**src/rtl/fetch_ctrl.sv**
```systemverilog
// Instruction-fetch sequencer: owns the PC, runs the imem request/response
// handshake and presents fetched instructions to decode over valid/ready.
module fetch_ctrl #(
   parameter int unsigned       PC_W     = 8,
   parameter int unsigned       INSTR_W  = 32,
   parameter logic [PC_W-1:0]   RESET_PC = '0
) (
   input  logic               clk,
   input  logic               rst,
   output logic               imem_req_valid,
   input  logic               imem_req_ready,
   output logic [PC_W-1:0]    imem_addr,
   input  logic               imem_rsp_valid,
   input  logic [INSTR_W-1:0] imem_rsp_data,
   output logic               if_valid,
   input  logic               if_ready,
   output logic [INSTR_W-1:0] if_instr,
   output logic [PC_W-1:0]    if_pc,
   input  logic               redirect_valid,
   input  logic [PC_W-1:0]    redirect_pc,
   output logic [PC_W-1:0]    pc_out
);

   localparam int unsigned ST_W = 3;

   localparam logic [ST_W-1:0] IDLE     = 3'd0;
   localparam logic [ST_W-1:0] REQ      = 3'd1;
   localparam logic [ST_W-1:0] WAIT_RSP = 3'd2;
   localparam logic [ST_W-1:0] DRAIN    = 3'd3;
   localparam logic [ST_W-1:0] HOLD     = 3'd4;

   localparam logic [PC_W-1:0] ALIGN_MASK = ~PC_W'(3);
   localparam logic [PC_W-1:0] PC_STEP    = PC_W'(4);

   logic [ST_W-1:0]    state_q, state_d;
   logic [PC_W-1:0]    pc_q, pc_d;
   logic [INSTR_W-1:0] instr_q, instr_d;
   logic [PC_W-1:0]    if_pc_q, if_pc_d;
   logic               req_valid_q;
   logic               if_valid_q;
   logic [PC_W-1:0]    redir_pc_c;

   // Redirect targets are forced word-aligned so the PC never leaves alignment.
   assign redir_pc_c = redirect_pc & ALIGN_MASK;

   // Next-state logic; redirect outranks every handshake.
   always_comb begin
      state_d = state_q;
      pc_d    = pc_q;
      instr_d = instr_q;
      if_pc_d = if_pc_q;
      unique case (state_q)
         IDLE: begin
            if (redirect_valid) pc_d = redir_pc_c;
            state_d = REQ;
         end
         REQ: begin
            if (redirect_valid) begin
               pc_d = redir_pc_c;
               if (imem_req_ready) state_d = DRAIN;
            end else if (imem_req_ready) begin
               state_d = WAIT_RSP;
            end
         end
         WAIT_RSP: begin
            if (redirect_valid) begin
               pc_d    = redir_pc_c;
               state_d = imem_rsp_valid ? REQ : DRAIN;
            end else if (imem_rsp_valid) begin
               instr_d = imem_rsp_data;
               if_pc_d = pc_q;
               pc_d    = pc_q + PC_STEP;
               state_d = HOLD;
            end
         end
         DRAIN: begin
            if (redirect_valid) pc_d = redir_pc_c;
            if (imem_rsp_valid) state_d = REQ;
         end
         HOLD: begin
            if (redirect_valid) begin
               pc_d    = redir_pc_c;
               state_d = REQ;
            end else if (if_ready) begin
               state_d = REQ;
            end
         end
         default: state_d = IDLE;
      endcase
   end

   // State and datapath registers; the valid strobes are registered copies
   // of the upcoming state so no input reaches an output combinationally.
   always_ff @(posedge clk) begin
      if (rst) begin
         state_q     <= IDLE;
         pc_q        <= RESET_PC & ALIGN_MASK;
         instr_q     <= '0;
         if_pc_q     <= '0;
         req_valid_q <= 1'b0;
         if_valid_q  <= 1'b0;
      end else begin
         state_q     <= state_d;
         pc_q        <= pc_d;
         instr_q     <= instr_d;
         if_pc_q     <= if_pc_d;
         req_valid_q <= (state_d == REQ);
         if_valid_q  <= (state_d == HOLD);
      end
   end

   assign imem_req_valid = req_valid_q;
   assign imem_addr      = pc_q;
   assign pc_out         = pc_q;
   assign if_valid       = if_valid_q;
   assign if_instr       = instr_q;
   assign if_pc          = if_pc_q;

endmodule

```
**config.mk**
```make
export PLATFORM = sky130hd
export DESIGN_NAME = fetch_ctrl
export DESIGN_NICKNAME = d
export VERILOG_FILES = /design/src/rtl/fetch_ctrl.sv
export SDC_FILE = /design/constraint.sdc
export NUM_CORES = 1
export LEC_CHECK = 0
export ABC_AREA = 0
export BUFFER_PORTS_ARGS = -buffer_cell sky130_fd_sc_hd__buf_2
export CORE_MARGIN = 5
export CORE_UTILIZATION = 41
export CTS_CLUSTER_SIZE = 20
export DETAILED_ROUTE_END_ITERATION = 16
export PLACE_DENSITY = 0.82
export SKIP_LAST_GASP = 1
export SYNTH_ARGS = -nofsm -noshare
export SYNTH_HDL_FRONTEND = slang
export SYNTH_SLANG_ARGS = --single-unit
```
**constraint.sdc**
```tcl
create_clock -name clk -period 1.5 [get_ports clk]
set_input_delay 0.075 -clock clk [delete_from_list [all_inputs] [get_ports clk]]
set_output_delay 0.075 -clock clk [all_outputs]
set_load 0.02 [all_outputs]
```
==> results.json <==
{
  "die-area_um2": 6540,
  "syn_to_final_growth_pct": 41.3,
  "ant_nets": 0,
  "grt_pass1_wl_um": 8230,
  "dr_total_vias": 2036,
  "clk_pin_slew_ps": 90,
  "synthTopCellsByArea": "dfxtp_1 48%, nand2_1 14%, a21oi_1 11%",
  "seq_power_share_pct": 53.7,
  "grt_use_total_pct": 16.0,
  "period_share_pct": 96.7,
  "powerDensity_nw_per_um2": 868,
  "wl_um": 5630,
  "ys_seq_area_share_pct": 47.6,
  "clkLatencyLatePin_ps": 300,
  "max_freq_mhz": 689,
  "synth.top_cell.area_share_pct": 47.6,
  "ys_seq_elements": 49,
  "vdd_drop_max_mv": 0.596,
  "rows": 25,
  "async_flop_share_pct": 0,
  "drv_slew": 0,
  "worstPathArrival_ps": 1680,
  "place.gp.congestion": 0.856,
  "die_width_um": 80.9,
  "start_kind": "flop",
  "grt_start_max_net_pins": 23,
  "yosys.area.top_type": "dfxtp_1",
  "htree_levels": 2,
  "postLayoutCellArea_um2": 2910,
  "dp_hpwl_um": 4030,
  "final_hold_viol_count": 0,
  "postPlaceCellArea_um2": 2590,
  "utilization_pct": 60.9,
  "power_switching_mw": 0.665,
  "syn_inst": 252,
  "dr.pass1.iters": 4,
  "numCtsBuffers": 5,
  "ys.flop_type": "dfxtp_1",
  "netlist-cell-type-count": 33,
  "setup_viol": 0,
  "clock_power_share_pct": 32.1,
  "initial_core_util_pct": 43.1,
  "fin_crit_ps": 1450,
  "synth_edf_count": 0,
  "endpoint_kind": "flop",
  "io_pins": 104,
  "required_ps": 1730,
  "worstHoldPathType": "input port to flop",
  "via_per_inst": 4.77,
  "maxCapViolations": 0,
  "outcome": "finished, final reports clean",
  "power_frac_comb_pct": 14.2,
  "drtIter0Drc": 35,
  "root_buffer": "clkbuf_8",
  "switching_share_pct": 26.3,
  "syn_area_um2": 2060,
  "layout.cells.non_filler": 427,
  "intPower_mw": 1.86,
  "synth_most_common_cell": "nand2_1",
  "tritoncts": "yes",
  "skew_ps": 5.12,
  "antenna_found_initial": 0,
  "crit_fanout": 11,
  "io_buffers": 95,
  "drive_gt1_share_pct": 42.2,
  "critPathKind": "flop to flop",
  "coreArea_um2": 4790,
  "grt_pass1_vias": 1900,
  "syn-mean-instance-area_um2": 8.18,
  "nets": 406,
  "synthTopCellsByCount": "78 x nand2_1, 49 x dfxtp_1, 46 x a21oi_1, 14 x buf_4, 7 x clkbuf_1",
  "drc": 0,
  "rsz0062_at_grt": "yes",
  "p_leak_nw": 1.26,
  "dpl.cell_count": 408,
  "r2r_slack_ps": 50,
  "cts.sink_count": 49,
  "fp.dieH_um": 80.9,
  "wire_per_inst_um": 13.2,
  "ys_warn_count": 0,
  "max-clock-path-buffers": 2,
  "diodes": 0,
  "grt_overflow": 0
}
-- logic make-up after synthesis --
group                      Yosys count  synth area share (%)
AOI/OAI and AO/OA                   59                  16.7
adders and majority gates            1                 0.607
buffers and inverters               30                  9.35
DFF                                 49                  47.6
muxes                                5                  2.61
other                                1                 0.182
and+or+nand+nor                    107                  23.0
-- metal layers --
layer  global-route usage [%]  share of wire [%]  wire [um]
met1                     16.2                 40       2240
met2                     31.1                 51       2880
met3                     5.32                8.2        462
met4                     3.55               0.78         44
met5                        0                  0          0
-- critical path, cell delays in order, from the launching register on --
cell	delay, ps
dfxtp_4	360
nand3b_1	190
buf_4	170
nor3_4	200
buf_12	150
buf_12	120
nand2_1	50
a21oi_1	130
-- layout by cell type, fill, tap and decap left out, types with 2 or more instances in the layout --
cell,count
nand3_1,3
dfxtp_2,4
buf_4,16
or3b_1,2
nor2_1,4
clkbuf_8,6
buf_12,2
nor3b_1,2
o32ai_1,3
nand2_1,76
nand3b_1,2
inv_1,2
buf_8,3
dfxtp_1,44
o21ai_0,4
buf_2,95
nor2b_1,3
nor3_1,2
mux2i_1,4
nand2b_1,5
a21oi_1,32
nand2_2,2
a21oi_2,14
conb_1,6
dlygate4sd3_1,6
-- power groups by stage --
stage                     Combinational, mW  Sequential, mW  Clock (mW)
after floorplan                       0.181            1.42           0
after global placement                0.323            1.39           0
after detailed placement              0.327            1.39           0
after CTS                             0.339            1.36       0.834
after global routing                  0.389            1.36       0.891
final                                 0.359            1.36       0.812
-- per-stage QoR --
step	hold slack (ps)	worst slack, ps	total power, mW	TNS, ps
6_report	5.39	49.3	2.53	0
5_1_grt	3.51	-33.7	2.64	-409
2_1_floorplan	157	48.0	1.60	0
3_3_place_gp	316	83.4	1.71	0
3_5_place_dp	322	38.1	1.71	0
4_1_cts	0.233	16.3	2.53	0
-- state kept, by name, summed over array words and instances (netlist names) --
name,count
if_instr,32
imem_addr,6
imem_req_valid,1
if_valid,1
state_q,3
if_pc,6
-- timing repair --
action                     in CTS  in global routing
hold buffers                    5                  1
setup buffers                   0                  2
setup endpoints to repair       0                 33
gates resized for setup         0                 40
hold endpoints to repair        5                  1
-- path summary, 6_finish.rpt --
check / startpoint / end / depth (start not counted)
max: state_q[2]$_SDFF_PP0_ / if_instr[12]$_SDFFE_PP0P_ / 7
min: imem_rsp_data[14] / if_instr[14]$_SDFFE_PP0P_ / 3
max reg2reg: state_q[2]$_SDFF_PP0_ / if_instr[12]$_SDFFE_PP0P_ / 7
min reg2reg: if_instr[23]$_SDFFE_PP0P_ / if_instr[23]$_SDFFE_PP0P_ / 2
-- final cells by class --
type / count / area (um^2)
clock inverter: 2 / 13.8
fill: 455 / 1870
inverter: 2 / 7.51
clock buffer: 6 / 82.6
multi-input combinational: 178 / 983
sequential: 49 / 990
timing repair buffer: 123 / 752
tap: 67 / 83.8
Power figures use the tool's default switching activity.
